==> config.mk <==
export PLATFORM = sky130hd
export DESIGN_NAME = uart_rx_ctrl
export DESIGN_NICKNAME = d
export VERILOG_FILES = /design/src/rtl/uart_rx_ctrl.sv
export SDC_FILE = /design/constraint.sdc
export NUM_CORES = 1
export LEC_CHECK = 0
export BUFFER_PORTS_ARGS = -buffer_cell sky130_fd_sc_hd__buf_2
export CAP_MARGIN = 25
export CORE_UTILIZATION = 45
export CTS_CLUSTER_DIAMETER = 100
export DETAILED_ROUTE_END_ITERATION = 10
export PLACE_DENSITY = 0.64
export SYNTH_ARGS = -nofsm -noshare
export SYNTH_HDL_FRONTEND = slang
export SYNTH_SLANG_ARGS = --single-unit
export TNS_END_PERCENT = 20
==> constraint.sdc <==
create_clock -name DSP_CLK -period 2.6 [get_ports DSP_CLK]
set_input_delay 0.52 -clock DSP_CLK [delete_from_list [all_inputs] [get_ports DSP_CLK]]
set_output_delay 0.52 -clock DSP_CLK [all_outputs]
set_load 0.01 [all_outputs]
==> src/rtl/uart_rx_ctrl.sv <==
// rtl/uart_rx_ctrl.sv - UART receive controller with 16x oversampling
//
// Deserialises the RXD line into bytes for the Rx FIFO controller.
// A programmable divisor sets the sample tick rate. RxDone is a
// level-held strobe, so a downstream stage can resynchronise it and
// edge-detect it.
//
// Optional build macro: UART_RX_PARITY_EN
//   defined   - ParityEn/ParityOdd are honoured and the PARITY state exists
//   undefined - frames are always 10 bits and ParityErr is tied to 0
//
// Ports:
//   DSP_CLK    in   block clock
//   RESET      in   asynchronous reset, active-high
//   RXD        in   serial receive line, asynchronous, idle high
//   RxEn       in   receiver enable; dropping it mid-frame aborts the frame
//   BaudDiv    in   sample tick every BaudDiv+1 clocks
//   ParityEn   in   parity bit expected
//   ParityOdd  in   1 = odd parity, 0 = even parity
//   RxBusy     out  frame reception in progress
//   RxDone     out  byte available, held high for 8 sample ticks
//   RxData     out  last received byte
//   FrameErr   out  stop bit of last byte sampled low
//   ParityErr  out  parity mismatch on last byte

`timescale 1ns/1ps

module uart_rx_ctrl #(
  parameter int OVERSAMPLE = 16,
  parameter int DIV_W      = 16
) (
  input  logic             DSP_CLK,
  input  logic             RESET,
  input  logic             RXD,
  input  logic             RxEn,
  input  logic [DIV_W-1:0] BaudDiv,
  input  logic             ParityEn,
  input  logic             ParityOdd,
  output logic             RxBusy,
  output logic             RxDone,
  output logic [7:0]       RxData,
  output logic             FrameErr,
  output logic             ParityErr
);

  // Mid-bit and end-of-bit positions of the sample counter.
  localparam logic [3:0] SAMP_MID  = 4'(OVERSAMPLE / 2 - 1);
  localparam logic [3:0] SAMP_LAST = 4'(OVERSAMPLE - 1);

  typedef enum logic [2:0] {
    S_IDLE,
    S_START,
    S_DATA,
`ifdef UART_RX_PARITY_EN
    S_PARITY,
`endif
    S_STOP,
    S_BREAK
  } state_t;

  // RXD synchroniser; rxs_prev_q keeps the previous synchronised value
  // for falling-edge detection.
  logic rx_meta_q;
  logic rxs_q;
  logic rxs_prev_q;

  state_t           state_q,  state_d;
  logic [DIV_W-1:0] div_q,    div_d;
  logic [3:0]       samp_q,   samp_d;
  logic [2:0]       bit_q,    bit_d;
  logic [7:0]       shift_q,  shift_d;
  logic [7:0]       data_q,   data_d;
  logic             ferr_q,   ferr_d;
  logic             done_q,   done_d;
  logic [DIV_W-1:0] ddiv_q,   ddiv_d;
  logic [2:0]       dtick_q,  dtick_d;
`ifdef UART_RX_PARITY_EN
  logic             par_q,    par_d;
  logic             perr_q,   perr_d;
`endif

  logic tick;
  logic fall;
  logic abort;

  always_ff @(posedge DSP_CLK or posedge RESET) begin
    if (RESET) begin
      rx_meta_q  <= 1'b1;
      rxs_q      <= 1'b1;
      rxs_prev_q <= 1'b1;
    end else begin
      rx_meta_q  <= RXD;
      rxs_q      <= rx_meta_q;
      rxs_prev_q <= rxs_q;
    end
  end

  always_ff @(posedge DSP_CLK or posedge RESET) begin
    if (RESET) begin
      state_q <= S_IDLE;
      div_q   <= '0;
      samp_q  <= '0;
      bit_q   <= '0;
      shift_q <= '0;
      data_q  <= '0;
      ferr_q  <= 1'b0;
      done_q  <= 1'b0;
      ddiv_q  <= '0;
      dtick_q <= '0;
`ifdef UART_RX_PARITY_EN
      par_q   <= 1'b0;
      perr_q  <= 1'b0;
`endif
    end else begin
      state_q <= state_d;
      div_q   <= div_d;
      samp_q  <= samp_d;
      bit_q   <= bit_d;
      shift_q <= shift_d;
      data_q  <= data_d;
      ferr_q  <= ferr_d;
      done_q  <= done_d;
      ddiv_q  <= ddiv_d;
      dtick_q <= dtick_d;
`ifdef UART_RX_PARITY_EN
      par_q   <= par_d;
      perr_q  <= perr_d;
`endif
    end
  end

  always_comb begin
    state_d = state_q;
    div_d   = div_q;
    samp_d  = samp_q;
    bit_d   = bit_q;
    shift_d = shift_q;
    data_d  = data_q;
    ferr_d  = ferr_q;
    done_d  = done_q;
    ddiv_d  = ddiv_q;
    dtick_d = dtick_q;
`ifdef UART_RX_PARITY_EN
    par_d   = par_q;
    perr_d  = perr_q;
`endif

    fall  = rxs_prev_q & ~rxs_q;
    tick  = (state_q != S_IDLE) && (div_q == BaudDiv);
    abort = (state_q != S_IDLE) && !RxEn;

    // Divider is parked at 0 in IDLE so the first tick lands a fixed
    // distance after the detected start edge.
    if (state_q == S_IDLE || tick) begin
      div_d = '0;
    end else begin
      div_d = div_q + DIV_W'(1);
    end

    // RxDone timing uses its own divider so a new frame starting while
    // RxDone is high cannot disturb its length.
    if (done_q) begin
      if (ddiv_q == BaudDiv) begin
        ddiv_d  = '0;
        dtick_d = dtick_q + 3'd1;
        if (dtick_q == 3'd7) begin
          done_d = 1'b0;
        end
      end else begin
        ddiv_d = ddiv_q + DIV_W'(1);
      end
    end

    if (abort) begin
      state_d = S_IDLE;
    end else begin
      case (state_q)
        S_IDLE: begin
          if (RxEn && fall) begin
            state_d = S_START;
            samp_d  = '0;
          end
        end

        S_START: begin
          if (tick) begin
            if (samp_q == SAMP_MID) begin
              samp_d = '0;
              bit_d  = '0;
              // A line that is high again at mid-bit was a glitch.
              state_d = rxs_q ? S_IDLE : S_DATA;
            end else begin
              samp_d = samp_q + 4'd1;
            end
          end
        end

        S_DATA: begin
          if (tick) begin
            if (samp_q == SAMP_LAST) begin
              samp_d  = '0;
              shift_d = {rxs_q, shift_q[7:1]};
              if (bit_q == 3'd7) begin
`ifdef UART_RX_PARITY_EN
                state_d = ParityEn ? S_PARITY : S_STOP;
`else
                state_d = S_STOP;
`endif
              end else begin
                bit_d = bit_q + 3'd1;
              end
            end else begin
              samp_d = samp_q + 4'd1;
            end
          end
        end

`ifdef UART_RX_PARITY_EN
        S_PARITY: begin
          if (tick) begin
            if (samp_q == SAMP_LAST) begin
              samp_d  = '0;
              par_d   = rxs_q;
              state_d = S_STOP;
            end else begin
              samp_d = samp_q + 4'd1;
            end
          end
        end
`endif

        S_STOP: begin
          if (tick) begin
            if (samp_q == SAMP_LAST) begin
              samp_d  = '0;
              data_d  = shift_q;
              ferr_d  = ~rxs_q;
`ifdef UART_RX_PARITY_EN
              perr_d  = ParityEn ? ((^{shift_q, par_q}) != ParityOdd) : 1'b0;
`endif
              done_d  = 1'b1;
              ddiv_d  = '0;
              dtick_d = '0;
              // A low stop bit may be the start of a break; wait for the
              // line to return high before hunting for a new start edge.
              state_d = rxs_q ? S_IDLE : S_BREAK;
            end else begin
              samp_d = samp_q + 4'd1;
            end
          end
        end

        S_BREAK: begin
          if (rxs_q) begin
            state_d = S_IDLE;
          end
        end

        default: state_d = S_IDLE;
      endcase
    end
  end

  assign RxBusy   = (state_q == S_START) || (state_q == S_DATA) ||
`ifdef UART_RX_PARITY_EN
                    (state_q == S_PARITY) ||
`endif
                    (state_q == S_STOP);
  assign RxDone   = done_q;
  assign RxData   = data_q;
  assign FrameErr = ferr_q;

`ifdef UART_RX_PARITY_EN
  assign ParityErr = perr_q;
`else
  assign ParityErr = 1'b0;
  logic unused_parity;
  assign unused_parity = ParityEn ^ ParityOdd;
`endif

endmodule

Yosys cells after proc, flatten, opt, wreduce, memory -nomap -nowiden
Cells that the tools add are included.

cells by class
  bitwise operators = 3
  reduce and logical (&&, ||, !) cells = 17
  muxes and demuxes = 45
  add/subtract/negate cells = 5
  eq/ne operators = 26

operators by type and width
  kind                                                             number
  16-bit 2-to-1 mux                                                7
  3-bit 2-to-1 mux                                                 22
  16-bit by 1-bit adder with 16-bit output, second input constant  2
  16-bit == test                                                   2
  3-bit != test, second input constant                             8
  4-bit 2-to-1 mux                                                 5
  3-bit case mux with 5 select lines                               1
  4-bit case mux with 3 select lines                               1
  2-bit != test, second input constant                             5
  3-bit == test, second input constant                             3
  9-bit AND reduction                                              1
  4-bit AND reduction                                              2
  1-bit 2-to-1 mux                                                 7
  7-bit AND reduction                                              1
  3-bit by 1-bit adder with 3-bit output, second input constant    2
  3-bit by 2-bit == test with 1-bit output, second input constant  2
  3-bit case mux with 2 select lines                               1
  3-bit nonzero test                                               2
  5-bit AND reduction                                              1
  4-bit by 1-bit adder with 4-bit output, second input constant    1
  4-bit by 3-bit == test with 1-bit output, second input constant  1
  4-bit == test, second input constant                             1
  2-bit by 1-bit != test with 1-bit output, second input constant  2
  3-bit by 1-bit == test with 1-bit output, second input constant  1
  10 further kinds                                                 15

storage, ports and cells
  bits of input ports = 22
  output and inout bits = 12
  bits in registers = 66

Logic depth before layout (Yosys ltp)
Gate-level depths: netlist of the first run.

  depth in word-level cells = 8
  gate-level depth with buffers = 8
  depth with buffers taken out = 6

Worst setup path before layout of the first run
No wires, ideal clock.

  path type = input to register
  from = input BaudDiv[9]
  to = register data_q[0] (netlist: RxData[0])
  stages = 6
  library setup time = 0.125 ns
  data required time = 2.475 ns
  slack = 0.275 ns
  data arrival time = 2.201 ns
  buffers on the path = 1
  cells stage by stage = xor2_1 -> nor4_2 -> nand4_2 -> nor3_2 -> buf_2 -> mux2_2

on the way
  word-level cells in the longest chain between the ends = 3

RTL lines
  what                                  RTL line  text
  start: declaration                    36        input logic [DIV_W-1:0] BaudDiv,
  16-bit == test                        149       tick = (state_q != S_IDLE) && (div_q == BaudDiv);
  1-bit logical AND                     149
  4-bit AND reduction (no source line)  --
  end signal: assignment                120       data_q <= data_d;
  end: declaration                      72        logic [7:0] data_q, data_d;

No other way between the ends.
A chain may end at the register's enable or synchronous reset.

Worst setup path after layout of the first run
  from = register div_q[8]
  to = register shift_q[6]

on the way
  word-level cells in the longest chain between the ends = 3

RTL lines
  what                                  RTL line  text
  start: declaration                    68        logic [DIV_W-1:0] div_q, div_d;
  start signal: assignment              116       div_q <= div_d;
  16-bit == test                        149
  1-bit logical AND                     149
  4-bit AND reduction (no source line)  --
  end signal: assignment                119       shift_q <= shift_d;
  end: declaration                      71        logic [7:0] shift_q, shift_d;

No other way between the ends.

==> results of run 1 <==
path summary, 6_finish.rpt:
path                                startpoint                      to  slack [ps]  cells past startpoint
max reg2reg                 div_q[8]$_DFF_PP0_  shift_q[6]$_DFFE_PP0P_         280                      6
min reg2reg                rx_meta_q$_DFF_PP1_         rxs_q$_DFF_PP1_         360                      0
min                                      RESET  state_q[2]$_DFFE_PP0P_         210                      2
max                         div_q[8]$_DFF_PP0_  shift_q[6]$_DFFE_PP0P_         280                      6
max in group asynchronous                RESET     rx_meta_q$_DFF_PP1_        1730                      3
min in group DSP_CLK                       RXD     rx_meta_q$_DFF_PP1_         270                      1
final cells by class:
class	instances	area [sq um]	share of cell area [%]
inverters	10	37.5	0.938
well taps	99	124	3.10
multi-input cells	248	1780	44.4
clock inverters	7	60.1	1.50
clock buffers	9	124	3.10
repair buffers	38	223	5.57
flip-flops and latches	66	1660	41.4
worst register-to-register path, delay by kind of cell, from the launching register on:
family,cells,cell delay [ps]
buffers and inverters,1,210
multiplexers,1,310
flip-flops,1,430
AND/OR/NAND/NOR,3,1090
XOR/XNOR,1,170
cell usage after synthesis (all sizes together) (2+ instances only):
cell type  number  share of area (%)
nand3          14                2.0
and3            7                1.2
ha              7                2.5
xnor2          11                2.7
nand4          10                1.9
buf             4               0.81
mux2           21                7.5
nand2          23                2.4
or2             2               0.35
nor4           12                3.1
inv             9               0.96
or3             2               0.35
dfstp           3                2.2
a21oi           6               0.85
clkbuf         10                1.1
o211ai          2               0.42
dfrtp          63                 45
nor3b           2               0.42
nor2b           2               0.35
and4            5                1.3
nor2           39                4.1
xor2           48                 12
mux2i           2               0.57
o21ai          10                1.4
nor3            7                1.1
report_power, final:
| group | switching, mW | leakage (nW) | internal (mW) |
|---|---|---|---|
| clock network | 0.443 | 0.0848 | 0.362 |
| logic | 0.139 | 0.921 | 0.102 |
| registers | 0.0819 | 0.892 | 1.07 |
through the flow:
step	util, %	cells	cell area [sq um]	hold WS, ps
finish	54.0	477	4000	211
global route	54.0	477	4000	242
CTS	54.0	477	4000	221
detailed placement	51.5	461	3820	351
global placement	51.5	461	3820	347
floorplan	-	338	3540	345
cell usage in the layout, fill, tap and decap left out, drive strengths merged, types with 2 or more instances in the layout:
| cell type | count |
|---|---|
| clkbuf | 9 |
| nor2 | 39 |
| o211ai | 2 |
| xnor2 | 11 |
| or3 | 2 |
| nor2b | 2 |
| nand3 | 14 |
| nor3b | 2 |
| mux2 | 21 |
| nand4 | 10 |
| inv | 13 |
| dfstp | 3 |
| or2 | 2 |
| xor2 | 48 |
| o21ai | 10 |
| dfrtp | 63 |
| nand2 | 23 |
| a21oi | 6 |
| and3 | 7 |
| mux2i | 2 |
| ha | 7 |
| nor4 | 12 |
| buf | 38 |
| clkinvlp | 3 |
| and4 | 5 |
| nor3 | 7 |
layer usage:
layer / part of all wire (%) / GRT usage, %
met1: 50 / 24.6
met2: 45 / 27.1
met3: 2.5 / 4.12
met4: 2.0 / 7.93
met5: 0 / 0
flip-flops by register name, indices dropped and copies added, names as in the netlist:
register / flops
shift_q: 8
dtick_q: 3
rxs_prev_q: 1
state_q: 3
ddiv_q: 16
RxData: 8
bit_q: 3
rx_meta_q: 1
samp_q: 4
FrameErr: 1
RxDone: 1
div_q: 16
rxs_q: 1
cell families (layout without fill, tap and decap cells):
family	count (synthesis)	after routing	synth area share, %
flops	66	66	46.8
mux	23	23	8.10
compound gates	27	27	4.78
fa+ha+maj	7	7	2.48
xor+xnor	59	59	14.6
buf+inv	24	64	2.94
other cells	1	1	0.106
simple gates	131	131	20.2
==> qor.txt, run 1 <==
status: finished, final reports clean
Power Dens Cells: 550 nW/um^2
routed wire length: 6.79 mm
Clock Path Buffers: 2
Fin. Hold Viols: 0
num rows: 31
Worst VDD drop: 0.000434 V
Setup TNS: 0 ps
Worst-Skew Late Latency: 350 ps
pre-CTS WS: 79.0 ps
Num Clock Sinks: 66
Synth Net Count: 367
Worst setup EP type: register
post-layout min period: 2320 ps
Startpoint Class: register
Detail Placement HPWL: 4.93 mm
Post-CTS Setup Inserts: 0
drt via density: 5.21
Gate Count Post-Synth: 338
sequential share of the synthesized area: 46.8%
max-slew violation count: 0
I/O Buffers: 30
Area Growth Syn to Fin: 13.1%
fillcell total: 659
hold buffers post-CTS: 0
cell chosen for the clock root: clkbuf_8
WP buf/inv: 1
slowest cell delay on critical path: 560 ps
ys async rst share: 100%
Fmax: 432 MHz
RD Place Congestion: 0.831
CTS tree: done
vias in the first global route: 2,330
CTS buffer count: 9
grt ovf: 0
Die Area: 8220 sq um
number of I/O pins: 34
Setup WS post-layout: 284 ps
unrepaired setup endpoints after global routing: false
core area: 7410 sq um
Max-Cap Viols: 0
final setup fails: 0
critical-path maximum fanout: 8
DRT iter0 DRCs: 85
gr usage total: 18.0%
EDFF count, synth: 0
CP Data Required Time: 2840 ps
Most used DFF post-synth: dfrtp_1
critical path arrival: 2550 ps
Slowest-stage cell, CP: or4_1
syn avg cell area: 10.5 sq um
Clk pin slew, worst setup/hold paths: 80 ps
DRC: 0
post-synthesis register bit count: 66
layout cells sized above 1: 23.3%
leak pwr: 1.90 nW
Die X: 90.6 um
routed vias: 2,483
Hold WC Path Type: in2async
largest net degree at the start of global routing: 43
first-pass GRT wire length: 11.6 mm
nets: 402
H-tree depth: 3
Synth cell types: 51
Slew @ Worst Pin: 561 ps
Die Ht: 90.6 um
Netlist Area Pre-Place: 3540 sq um
Period Utilization, post-route: 89.1%
Detail Route Antenna Nets: 0
antenna violations before repair: 0
worst-path cell chain: xor2_1 -> nor4_2 -> nand4_2 -> or4_1 -> buf_4 -> mux2_4
Final Power: 2.20 mW
per-cell routed wire length: 14.2 um
Fin Clk Skew: 11.4 ps
DR pass1 iterations: 4
yosys warns: 0
Largest delay share family, worst path: simple AND/OR/NAND/NOR gates
Starting Density: 47.7%
Critical Setup Path Class: reg2reg
post-cts sizing count: 0
Max-slew headroom: 62.2%
ANT cells: 0
Note: power is estimated with default switching activity, not from simulation.
==> run 2: changes to the inputs <==
- CORE_UTILIZATION: 45 -> 30
- CTS_CLUSTER_DIAMETER: 100 -> not set
- PLACE_DENSITY: 0.64 -> 0.47
==> run 2 against run 1 <==
Cell count grew 9.9%. Routed wire length grew 11%. Via count grew 2.6%. Clock power grew 63%. Design area grew 5.3%. Non-clock buffer count grew 3. Utilization shrank 17 points. Sequential power is essentially flat. Setup slack gained 41 ps. Sequential share of layout area shrank 2.1 points. Global-route usage shrank 4.5 points. Critical endpoint unchanged. Largest cell class unchanged.
==> qor.txt, run 2 (same netlist as run 1, synthesis figures left out) <==
status: finished, final reports clean
commonest non-fill, non-tap cell in the layout: dfrtp_1
final setup fails: 0
Clock Path Buffers: 2
Detail Placement HPWL: 5.30 mm
first-pass GRT wire length: 13.0 mm
core area: 11,500 sq um
Max-Cap Viols: 0
post-cts sizing count: 0
Die Area: 12,200 sq um
pre-CTS WS: 75.9 ps
Area Growth Syn to Fin: 19.1%
critical-path maximum fanout: 8
post-layout min period: 2270 ps
CTS tree: done
Max-slew headroom: 50.3%
unrepaired setup endpoints after global routing: false
Die Ht: 111 um
Critical Path Source: div_q[7]$_DFF_PP0_
Setup WS post-layout: 325 ps
fillcell total: 1,150
met2 Use GR: 20.9%
H-tree depth: 3
hold buffers post-CTS: 0
DRT iter0 DRCs: 88
Fmax: 440 MHz
Reg2Reg Launch Point: div_q[7]$_DFF_PP0_
Reg2Reg Setup Slack: 330 ps
DR pass1 iterations: 4
Detail Route Antenna Nets: 0
Worst setup EP type: register
RD Place Congestion: 0.777
Num Clock Sinks: 66
grt ovf: 0
layer with the highest usage: met2
worst hold slack: 247 ps
routed wire length: 7.54 mm
met3 usage: 2.25%
commonest non-fill, non-tap cells in the layout: dfrtp_1, xor2_1, nor2_1, buf_2, nand2_1
Period Utilization, post-route: 87.5%
critical path arrival: 2490 ps
Starting Density: 30.8%
nets: 405
Clk pin slew, worst setup/hold paths: 60 ps
Fin. Hold Viols: 0
Worst R2R End: shift_q[6]$_DFFE_PP0P_
Setup TNS: 0 ps
Worst-Skew Late Latency: 330 ps
DRC: 0
Die X: 111 um
gr usage total: 13.5%
Hold WC Path Type: in2async
layout cells sized above 1: 23.6%
Area after DPL: 3890 sq um
antenna violations before repair: 0
per-cell routed wire length: 14.4 um
post-route cell area: 4210 sq um
routed vias: 2,548
Power Dens Cells: 644 nW/um^2
Worst VDD drop: 0.000244 V
CTS buffer count: 9
number of I/O pins: 34
CP Data Required Time: 2820 ps
leak pwr: 1.98 nW
cell chosen for the clock root: clkbuf_16
drt via density: 4.86
num rows: 39
largest net degree at the start of global routing: 67
M1 GR Usage: 18.2%
Post-CTS Setup Inserts: 0
r2r worst-path depth: 6
Startpoint Class: register
Fin Clk Skew: 7.12 ps
max-slew violation count: 0
I/O Buffers: 30
vias in the first global route: 2,527
ANT cells: 0
Slew @ Worst Pin: 739 ps
top flop regs: ddiv_q (16), div_q (16)
Critical Setup Path Class: reg2reg
-- run 2: worst max-delay path, cell delays in order, from the launching register on --
cell and delay, ps:
dfrtp_1 430, xor2_1 170, nor4_2 340, nand4_2 160
or4_1 540, buf_4 210, mux2_4 300
-- run 2: area by class of cell --
class	count	area (sq um)	share of cell area, %
clock inverter	6	90.1	2.14
sequential	66	1660	39.3
tap	143	179	4.25
inverter	10	37.5	0.891
multi-input combinational	248	1780	42.2
clock buffer	10	229	5.44
timing repair buffer	41	245	5.82
-- run 2: through the flow --
stage / power (mW) / utilization [%] / std cells
final: 2.71 / 36.7 / 524
after global routing: 2.84 / 36.7 / 524
after CTS: 2.75 / 36.7 / 524
after detailed placement: 1.43 / 34.0 / 508
after global placement: 1.43 / 34.0 / 508
after floorplan: 1.33 / - / 338
-- run 2: routing by layer --
layer / wire [um] / vias to the layer above
met5: 0 / -
met4: 172 / 0
met3: 194 / 13
met2: 3390 / 32
met1: 3780 / 1246
li1: - / 1257
-- run 2: where the power goes --
group | internal [mW] | switching (mW) | leakage, nW
sequential | 1.07 | 0.0818 | 0.892
combinational | 0.104 | 0.147 | 0.935
clock | 0.843 | 0.463 | 0.153
-- run 2: worst max path at each step --
stage | end | slack [ps] | cells after the start
5_1_grt | shift_q[6]$_DFFE_PP0P_ | 180 | 6
4_1_cts | shift_q[6]$_DFFE_PP0P_ | 310 | 6
3_5_place_dp | shift_q[6]$_DFFE_PP0P_ | 80 | 7
2_1_floorplan | RxData[0]$_DFFE_PP0P_ | 270 | 6
6_report | shift_q[6]$_DFFE_PP0P_ | 330 | 6
3_3_place_gp | shift_q[6]$_DFFE_PP0P_ | 100 | 7
==> run 3: changes to the inputs <==
- clock period: 2.6 -> 2.1 ns (I/O delays scaled with it)
==> run 3 against run 2 <==
The flow now finishes with violations (setup timing). Critical path depth down 1. Utilization grew 2.9 points. Sequential share of layout area decreased by 2.8 points. Sequential power grew 21%. Hold slack worse by 62 ps. Clock power rose by 16%. Routed wire length up 5.2%. Maximum frequency rose by 6.8%. Critical endpoint is now shift_q[5]$_DFFE_PP0P_. Largest power group unchanged. Highest routed layer unchanged.
==> qor.txt, run 3 (same netlist as run 1, synthesis figures left out) <==
Detail Route Antenna Nets: 0
Critical Setup Path Class: reg2reg
Starting Density: 30.8%
share of power burned in the clock network: 45.4%
Hold WC Path Type: in2reg
DRT iter0 DRCs: 95
status: complete, but fails checks
ANT cells: 0
gr usage total: 14.2%
first-pass GRT wire length: 13.8 mm
critical path arrival: 2340 ps
number of I/O pins: 34
Fin. Hold Viols: 0
num rows: 39
final setup fails: 8
RD Place Congestion: 0.817
Area Growth Syn to Fin: 28.5%
hold_sp: RXD
Clock Path Buffers: 2
Max-Cap Viols: 0
largest net degree at the start of global routing: 41
CTS buffer count: 9
Startpoint Class: register
vias in the first global route: 2,773
Die X: 111 um
Worst-Skew Late Latency: 330 ps
DR pass1 iterations: 4
routed wire length: 7.93 mm
per-cell routed wire length: 14.1 um
sequential power share: 41.7%
Worst setup EP type: register
commonest non-fill, non-tap cells in the layout: dfrtp_1, xor2_1, buf_4, nor2_1, buf_2
post-layout min period: 2130 ps
Fmax: 470 MHz
failing checks: setup timing
I/O Buffers: 30
antenna violations before repair: 0
Period Utilization, post-route: 101%
post-layout util: 39.6%
critical-path maximum fanout: 8
Fin Clk Skew: 5.04 ps
Power Dens Cells: 737 nW/um^2
routed vias: 2,629
Reg2Reg Launch Point: div_q[7]$_DFF_PP0_
Die Area: 12,200 sq um
Final Power: 3.35 mW
Die Ht: 111 um
top flop regs: ddiv_q (16), div_q (16)
Critical Path Source: div_q[7]$_DFF_PP0_
leak pwr: 2.20 nW
CP Data Required Time: 2320 ps
sw frac: 26.6%
Worst VDD drop: 0.000347 V
Internal Power: 2.46 mW
max-slew violation count: 0
Detail Placement HPWL: 5.78 mm
cell chosen for the clock root: clkbuf_16
H-tree depth: 3
nets: 444
Clk pin slew, worst setup/hold paths: 60 ps
combinational power share: 12.9%
CTS tree: done
P_sw: 0.890 mW
layout cells sized above 1: 31.7%
core area: 11,500 sq um
drt via density: 4.67
Num Clock Sinks: 66
commonest non-fill, non-tap cell in the layout: dfrtp_1
DRC: 0
grt ovf: 0
unrepaired setup endpoints after global routing: true
Setup WS post-layout: -29.6 ps
[run 3: final cells by class]
| type | count | area [sq um] |
|---|---|---|
| clock buffer | 9 | 225 |
| clock inverter | 7 | 77.6 |
| fill | 1125 | 6920 |
| inverter | 10 | 37.5 |
| multi-input combinational | 248 | 1800 |
| sequential | 66 | 1660 |
| tap | 143 | 179 |
| timing repair buffer | 80 | 569 |
[run 3: final timing paths]
check                                    endpoint  slack (ps)  cells after the start
max                        shift_q[5]$_DFFE_PP0P_         -30                      5
min                           rx_meta_q$_DFF_PP1_         180                      1
max reg2reg                shift_q[5]$_DFFE_PP0P_         -30                      5
min reg2reg                       rxs_q$_DFF_PP1_         360                      0
max in group asynchronous     rx_meta_q$_DFF_PP1_        1020                      4
min in group asynchronous   RxData[3]$_DFFE_PP0P_         520                      3
[run 3: what timing repair did]
action,4_1_cts,5_1_grt
hold endpoints to repair,5,0
hold buffers,1,0
gates cloned,0,0
pin swaps,2,3
resized for setup,2,5
setup endpoints to repair,21,34
buffers inserted,0,1
[run 3: critical path: stages (launching register included)]
cell and delay (ps):
dfrtp_2 440, xor2_1 160, nor4_2 350, nand4_2 180, or4_4 550, mux2_4 340
[run 3: per-layer routing]
metal | vias up | wire [um] | GRT usage [%]
met1 | 1262 | 3900 | 18.5
met4 | 0 | 106 | 5.96
met2 | 30 | 3750 | 22.8
met3 | 8 | 179 | 3.13
li1 | 1329 | - | -
met5 | - | 0 | 0
[run 3: power groups by stage]
stage	Sequential, mW	Combinational [mW]	Clock [mW]
6_report	1.40	0.433	1.52
5_1_grt	1.40	0.480	1.63
3_3_place_gp	1.42	0.427	0
3_5_place_dp	1.42	0.435	0
4_1_cts	1.40	0.440	1.57
2_1_floorplan	1.40	0.247	0
[run 3: through the flow]
step	setup WS [ps]	hold slack, ps	cells	setup TNS, ps	cell area [sq um]
4_1_cts	-50.2	170	563	-401	4530
3_5_place_dp	-237	325	546	-4560	4210
2_1_floorplan	-24.9	345	338	-199	3540
6_report	-29.6	185	563	-195	4540
3_3_place_gp	-236	324	546	-4600	4210
5_1_grt	-111	165	563	-1800	4540
